===== config.mk =====
export PLATFORM = sky130hd
export DESIGN_NAME = vga_image_scanout
export DESIGN_NICKNAME = d
export VERILOG_FILES = /design/src/rtl/vga_image_scanout.sv
export SDC_FILE = /design/constraint.sdc
export NUM_CORES = 1
export LEC_CHECK = 0
export BUFFER_PORTS_ARGS = -buffer_cell sky130_fd_sc_hd__buf_2
export CAP_MARGIN = 15
export CELL_PAD_IN_SITES_DETAIL_PLACEMENT = 1
export CELL_PAD_IN_SITES_GLOBAL_PLACEMENT = 1
export CORE_AREA = 3 3 86 88
export CTS_CLUSTER_SIZE = 24
export DETAILED_ROUTE_END_ITERATION = 10
export DIE_AREA = 0 0 89 91
export GPL_ROUTABILITY_DRIVEN = 0
export PLACE_DENSITY = 0.81
export REMOVE_ABC_BUFFERS = 1
export SYNTH_ARGS = -nofsm -noshare
export SYNTH_HDL_FRONTEND = slang
export SYNTH_SLANG_ARGS = --single-unit

===== constraint.sdc =====
create_clock -name clk -period 4.58 [get_ports clk]
set_clock_uncertainty 0.1 [all_clocks]
set_input_delay 0 -clock clk [delete_from_list [all_inputs] [get_ports clk]]
set_output_delay 0 -clock clk [all_outputs]
set_load 0.01 [all_outputs]

===== src/rtl/vga_image_scanout.sv =====
// vga_image_scanout: 640x480@60 VGA timing with a frame-buffer image window.
// Optional PIXEL_DOUBLE_EN draws every image pixel as a 2x2 block.
module vga_image_scanout #(
  parameter int IMG_W  = 175,
  parameter int IMG_H  = 175,
`ifdef PIXEL_DOUBLE_EN
  parameter int X0     = 145,
  parameter int Y0     = 65,
`else
  parameter int X0     = 232,
  parameter int Y0     = 152,
`endif
  parameter int ADDR_W = 15,
  parameter int H_VIS  = 640,
  parameter int H_FP   = 16,
  parameter int H_SYNC = 96,
  parameter int H_BP   = 48,
  parameter int V_VIS  = 480,
  parameter int V_FP   = 10,
  parameter int V_SYNC = 2,
  parameter int V_BP   = 33
) (
  input  logic              clk,
  input  logic              rst_n,
  input  logic              frame_ready,
  input  logic [7:0]        mem_data,
  output logic [ADDR_W-1:0] read_addr,
  output logic              hsync,
  output logic              vsync,
  output logic [2:0]        red,
  output logic [2:0]        green,
  output logic [1:0]        blue,
  output logic              armed
);

`ifdef PIXEL_DOUBLE_EN
  localparam int SC = 2;
`else
  localparam int SC = 1;
`endif

  localparam logic [9:0] H_LAST = 10'(H_VIS + H_FP + H_SYNC + H_BP - 1);
  localparam logic [9:0] V_LAST = 10'(V_VIS + V_FP + V_SYNC + V_BP - 1);
  localparam logic [9:0] H_VE   = 10'(H_VIS);
  localparam logic [9:0] V_VE   = 10'(V_VIS);
  localparam logic [9:0] HS0    = 10'(H_VIS + H_FP);
  localparam logic [9:0] HS1    = 10'(H_VIS + H_FP + H_SYNC);
  localparam logic [9:0] VS0    = 10'(V_VIS + V_FP);
  localparam logic [9:0] VS1    = 10'(V_VIS + V_FP + V_SYNC);
  localparam logic [9:0] WX0    = 10'(X0);
  localparam logic [9:0] WX1    = 10'(X0 + SC * IMG_W);
  localparam logic [9:0] WY0    = 10'(Y0);
  localparam logic [9:0] WY1    = 10'(Y0 + SC * IMG_H);

  logic [9:0]        h_q, h_d, v_q, v_d;
  logic [ADDR_W-1:0] addr_q, addr_d;
  logic              first_q, first_d;
  logic              pend_q, pend_d;
  logic              armed_q, armed_d;
  logic              hs1_q, vs1_q, sh1_q;
  logic              hs2_q, vs2_q;
  logic [7:0]        rgb_q, rgb_d;
  logic              h_wrap, v_wrap;
  logic              win_c, win_n;
  logic              hs_c, vs_c, vis_c;
`ifdef PIXEL_DOUBLE_EN
  logic [ADDR_W-1:0] base_q, base_d;
`endif

  function automatic logic in_win(input logic [9:0] h, input logic [9:0] v);
    return (h >= WX0) && (h < WX1) && (v >= WY0) && (v < WY1);
  endfunction

  always_comb begin
    h_wrap = (h_q == H_LAST);
    v_wrap = (v_q == V_LAST);
    h_d    = h_wrap ? 10'd0 : h_q + 10'd1;
    v_d    = v_q;
    if (h_wrap) v_d = v_wrap ? 10'd0 : v_q + 10'd1;
    win_c  = in_win(h_q, v_q);
    win_n  = in_win(h_d, v_d);
    hs_c   = !((h_q >= HS0) && (h_q < HS1));
    vs_c   = !((v_q >= VS0) && (v_q < VS1));
    vis_c  = (h_q < H_VE) && (v_q < V_VE);
  end

  // Address is prepared for the next cycle so it lines up with the counters.
  always_comb begin
    addr_d  = addr_q;
    first_d = first_q;
`ifdef PIXEL_DOUBLE_EN
    base_d  = base_q;
`endif
    if (h_d == 10'd0 && v_d == 10'd0) begin
      first_d = 1'b1;
    end else if (win_n) begin
      first_d = 1'b0;
      addr_d  = first_q ? '0 : addr_q + ADDR_W'(1);
`ifdef PIXEL_DOUBLE_EN
      if (h_d == WX0) begin
        if (v_d[0] ^ WY0[0]) addr_d = base_q;
        else                 base_d = addr_d;
      end else if (h_d[0] ^ WX0[0]) begin
        addr_d = addr_q;
      end
`endif
    end
  end

  always_comb begin
    pend_d  = pend_q | frame_ready;
    armed_d = armed_q | (h_wrap & v_wrap & pend_q);
    rgb_d   = sh1_q ? mem_data : 8'h00;
  end

  always_ff @(posedge clk or negedge rst_n) begin
    if (!rst_n) begin
      h_q     <= '0;
      v_q     <= '0;
      addr_q  <= '0;
      first_q <= 1'b1;
      pend_q  <= 1'b0;
      armed_q <= 1'b0;
      hs1_q   <= 1'b1;
      vs1_q   <= 1'b1;
      sh1_q   <= 1'b0;
      hs2_q   <= 1'b1;
      vs2_q   <= 1'b1;
      rgb_q   <= '0;
`ifdef PIXEL_DOUBLE_EN
      base_q  <= '0;
`endif
    end else begin
      h_q     <= h_d;
      v_q     <= v_d;
      addr_q  <= addr_d;
      first_q <= first_d;
      pend_q  <= pend_d;
      armed_q <= armed_d;
      hs1_q   <= hs_c;
      vs1_q   <= vs_c;
      sh1_q   <= win_c & armed_q & vis_c;
      hs2_q   <= hs1_q;
      vs2_q   <= vs1_q;
      rgb_q   <= rgb_d;
`ifdef PIXEL_DOUBLE_EN
      base_q  <= base_d;
`endif
    end
  end

  assign read_addr = addr_q;
  assign hsync     = hs2_q;
  assign vsync     = vs2_q;
  assign red       = rgb_q[7:5];
  assign green     = rgb_q[4:2];
  assign blue      = rgb_q[1:0];
  assign armed     = armed_q;

endmodule


==> out/metrics.csv <==
metric,value,unit
run status,completed,
Syn Std Cell Area,0.00322,mm^2
WS Path Type,reg2reg,
max-slew violation count,0,
ANT cells,0,
grt total ovfl,0,
CTS Buffer Depth,2,
Die X,89,um
core area,0.00672,mm^2
Synth Area in Compound Gates,19.3,%
Critical Path RT,4.68,ns
synthesis warning total,0,
area grow syn2layout,11.3,%
Die H,91,um
Core Rows,30,
reg-to-reg endpoint,read_addr[0],
total track usage,21.4,%
largest net degree at the start of global routing,52,
H-tree depth,2,
worst-path maximum fanout,15,
Fin. Hold Viols,0,
fmax,0.287,GHz
CTS tree,done,
Syn Area/Cell,9.83,um^2
Fillers,771,
antenna-violating nets left,0,
post-synthesis mux area share,0.934,%
Post-Synth Adder-Cell Area,2.72,%
worst-skew pair later-pin latency,0.31,ns
fraction of registers with async set or reset after synthesis,100,%
synth unique cells,62,
Synth Instances,327,
WHS,0.248,ns
reg2reg setup slack,1.10,ns
layout cells sized above 1,21.7,%
ys flop type,dfrtp_1,
RSZ-0062 raised after global routing,false,
Power per Cell Area,210,mW/mm^2
Root Buffer,clkbuf_8,
pre-CTS setup slack,1.14,ns
DR vias,2704,
simple-gate area share of the yosys netlist,26.3,%
Post CTS Setup Buffer Count,0,
Initial Util,47.9,%
number of flops mapped to enable cells by yosys,0,
Final WS setup,1.10,ns
Total Neg Setup Slack,0,ns
Post-Synth XOR/XNOR Area,3.74,%
routed wire length,8.34,mm
Final Setup Violations,0,
Synth Register Bits,51,
main combinational cell family by area after synthesis,simple AND/OR/NAND/NOR gates,
CTS buffer count,5,
Final period util,76.0,%
Crit path arrival time,3.58,ns
Final Util,53.3,%
DR iter-0 viols,146,
clock sinks,51,
Wirelength per Cell,19.0,um
number of max-cap violations,0,
Ports,37,
register area share after synthesis,39.9,%
minimum clock period after layout,3.48,ns
Final Power,0.000750,W
drt first pass iters,4,
first-pass GRT wire length,13.9,mm
die area,0.00810,mm^2
initial antenna violation count,0,
vias in the first global route,2727,
CP Capture Type,register,
RR Startpoint,h_q[1],
FF-to-FF path depth,8,
static leakage,1.74,nW
Tightest Pin Transition,0.648,ns
DP Wirelength,5.83,mm
Worst slew margin,56.8,%
Vias/cell,6.15,
HP Class,in2async,
Buffers on Ports,36,
DRC viols,0,
CTS clock-pin slew for the worst setup and hold paths,0.11,ns
Final Net Count,377,
critical path startpoint category,register,
Peak VDD IR,0.000110,V
[worst max-delay path: stages, from the launching register on]
cell and delay, ns:
dfrtp_1 0.50, ha_1 0.40, nand4_2 0.26, nor3_4 0.37, nand4_1 0.16, xor2_1 0.50, o311a_4 0.44, o21a_4 0.31
mux2_4 0.33
[cell usage in the layout (no fill, tap or decap), types with 3 or more instances in the layout]
| cell | count |
|---|---|
| dfrtp_1 | 46 |
| buf_2 | 36 |
| inv_1 | 23 |
| nor2_1 | 18 |
| nand3_1 | 15 |
| nor3_1 | 15 |
| o211ai_1 | 12 |
| nand4_1 | 10 |
| nand2_1 | 10 |
| and2_1 | 10 |
| dlygate4sd3_1 | 10 |
| o21ai_0 | 9 |
| nand3b_1 | 9 |
| o211ai_2 | 9 |
| and3_1 | 7 |
| and4_1 | 7 |
| a21oi_1 | 7 |
| ha_1 | 7 |
| xnor2_1 | 6 |
| a211o_1 | 6 |
| or3_1 | 5 |
| clkbuf_8 | 5 |
| dfstp_2 | 5 |
| nor2b_1 | 4 |
| xor2_1 | 4 |
| nor4_1 | 4 |
| buf_4 | 4 |
| and3b_1 | 3 |
| o31ai_1 | 3 |
| a31oi_1 | 3 |
| a41oi_1 | 3 |
| o2111a_1 | 3 |
[Yosys cell counts, types with 2 or more instances]
master    instances  area, um^2
xor2_1            4        35.0
dfrtp_1          46        1150
inv_1            23        86.3
and2_1           10        62.6
nor4_1            4        25.0
nand4_1          10        62.6
a31oi_1           3        18.8
xnor2_1           6        52.6
buf_2            15        75.1
a22oi_1           2        15.0
o22ai_1           2        12.5
buf_6             2        22.5
and3_1            7        43.8
nand4_2           2        25.0
or3_1             5        31.3
nand3_1          15        75.1
nor3_4            2        32.5
nor3_1           15        75.1
nand2b_1          2        12.5
nand3b_4          2        40.0
a21oi_1           7        35.0
and3b_1           3        26.3
nand3b_1          9        67.6
o211ai_2          9         113
a311oi_1          2        17.5
dfstp_2           5         131
o211ai_1         12        90.1
mux2_4            2        30.0
nand2_1          10        37.5
o2111a_1          3        33.8
nor2b_1           4        25.0
o31ai_1           3        22.5
o41ai_1           2        17.5
ha_1              7        87.6
nor2_1           18        67.6
xnor2_2           2        32.5
a211o_1           6        52.6
and4_1            7        61.3
clkbuf_1          6        22.5
a41oi_1           3        26.3
o21ai_0           9        45.0
[final cells by class]
class | count | area [um^2] | share of cell area [%]
Clock buffer | 5 | 68.8 | 1.92
Multi-Input combinational cell | 228 | 1700 | 47.6
Inverter | 23 | 86.3 | 2.41
Clock inverter | 3 | 27.5 | 0.769
Timing Repair Buffer | 50 | 310 | 8.67
Sequential cell | 51 | 1280 | 35.8
Tap cell | 80 | 100 | 2.80
[what timing repair did]
action / in CTS / in global routing
gates resized for setup: 0 / 0
endpoints found under the hold margin: 55 / 0
hold buffers: 10 / 0
[kinds of logic (layout without fill, tap and decap cells)]
kind of cell / after synthesis / count (layout)
and+or+nand+nor: 133 / 133
AOI/OAI and AO/OA: 74 / 74
DFF: 51 / 51
buffers and inverters: 48 / 81
xor gates and xnor gates: 12 / 12
adders and majority gates: 7 / 7
muxes: 2 / 2
[stage by stage]
stage	cell area (um^2)	std cells
floorplan	3070	302
global placement	3380	422
detailed placement	3380	422
CTS	3580	440
global route	3580	440
finish	3580	440
[power breakdown]
part | switching [W] | internal, W | total, W | leakage, nW
sequential | 0.0000000000000000000125 | 0.000450 | 0.000450 | 0.676
combinational | 0.0000111 | 0.00000905 | 0.0000201 | 1.02
clock | 0.000167 | 0.000113 | 0.000280 | 0.0463
total | 0.000178 | 0.000572 | 0.000750 | 1.74
[worst max-delay path by stage]
stage / startpoint / to / slack, ns / depth (start not counted)
2_1_floorplan: h_q[1] / read_addr[0] / 1.43 / 8
3_3_place_gp: h_q[0] / read_addr[0] / 1.35 / 9
3_5_place_dp: h_q[1] / read_addr[0] / 1.14 / 8
4_1_cts: h_q[1] / read_addr[0] / 1.11 / 8
5_1_grt: h_q[1] / read_addr[0] / 0.87 / 8
6_report: h_q[1] / read_addr[0] / 1.10 / 8
[per-layer routing]
| layer | wire [um] | vias to the layer above | track usage [%] | share of wire, % |
|---|---|---|---|---|
| met5 | 0 | - | 0 | 0 |
| met4 | 53 | 0 | 3.47 | 0.64 |
| met3 | 308 | 4 | 2.81 | 3.7 |
| met2 | 3990 | 56 | 33.5 | 48 |
| met1 | 4000 | 1365 | 31.9 | 48 |
| li1 | - | 1279 | - | - |
[registers in the layout (all words and copies together), names as in the netlist]
register	flops
pend_q	1
rgb_q	8
hsync	1
armed	1
v_q	10
first_q	1
h_q	10
sh1_q	1
hs1_q	1
vsync	1
vs1_q	1
read_addr	15
(Power assumes the default switching activity.)
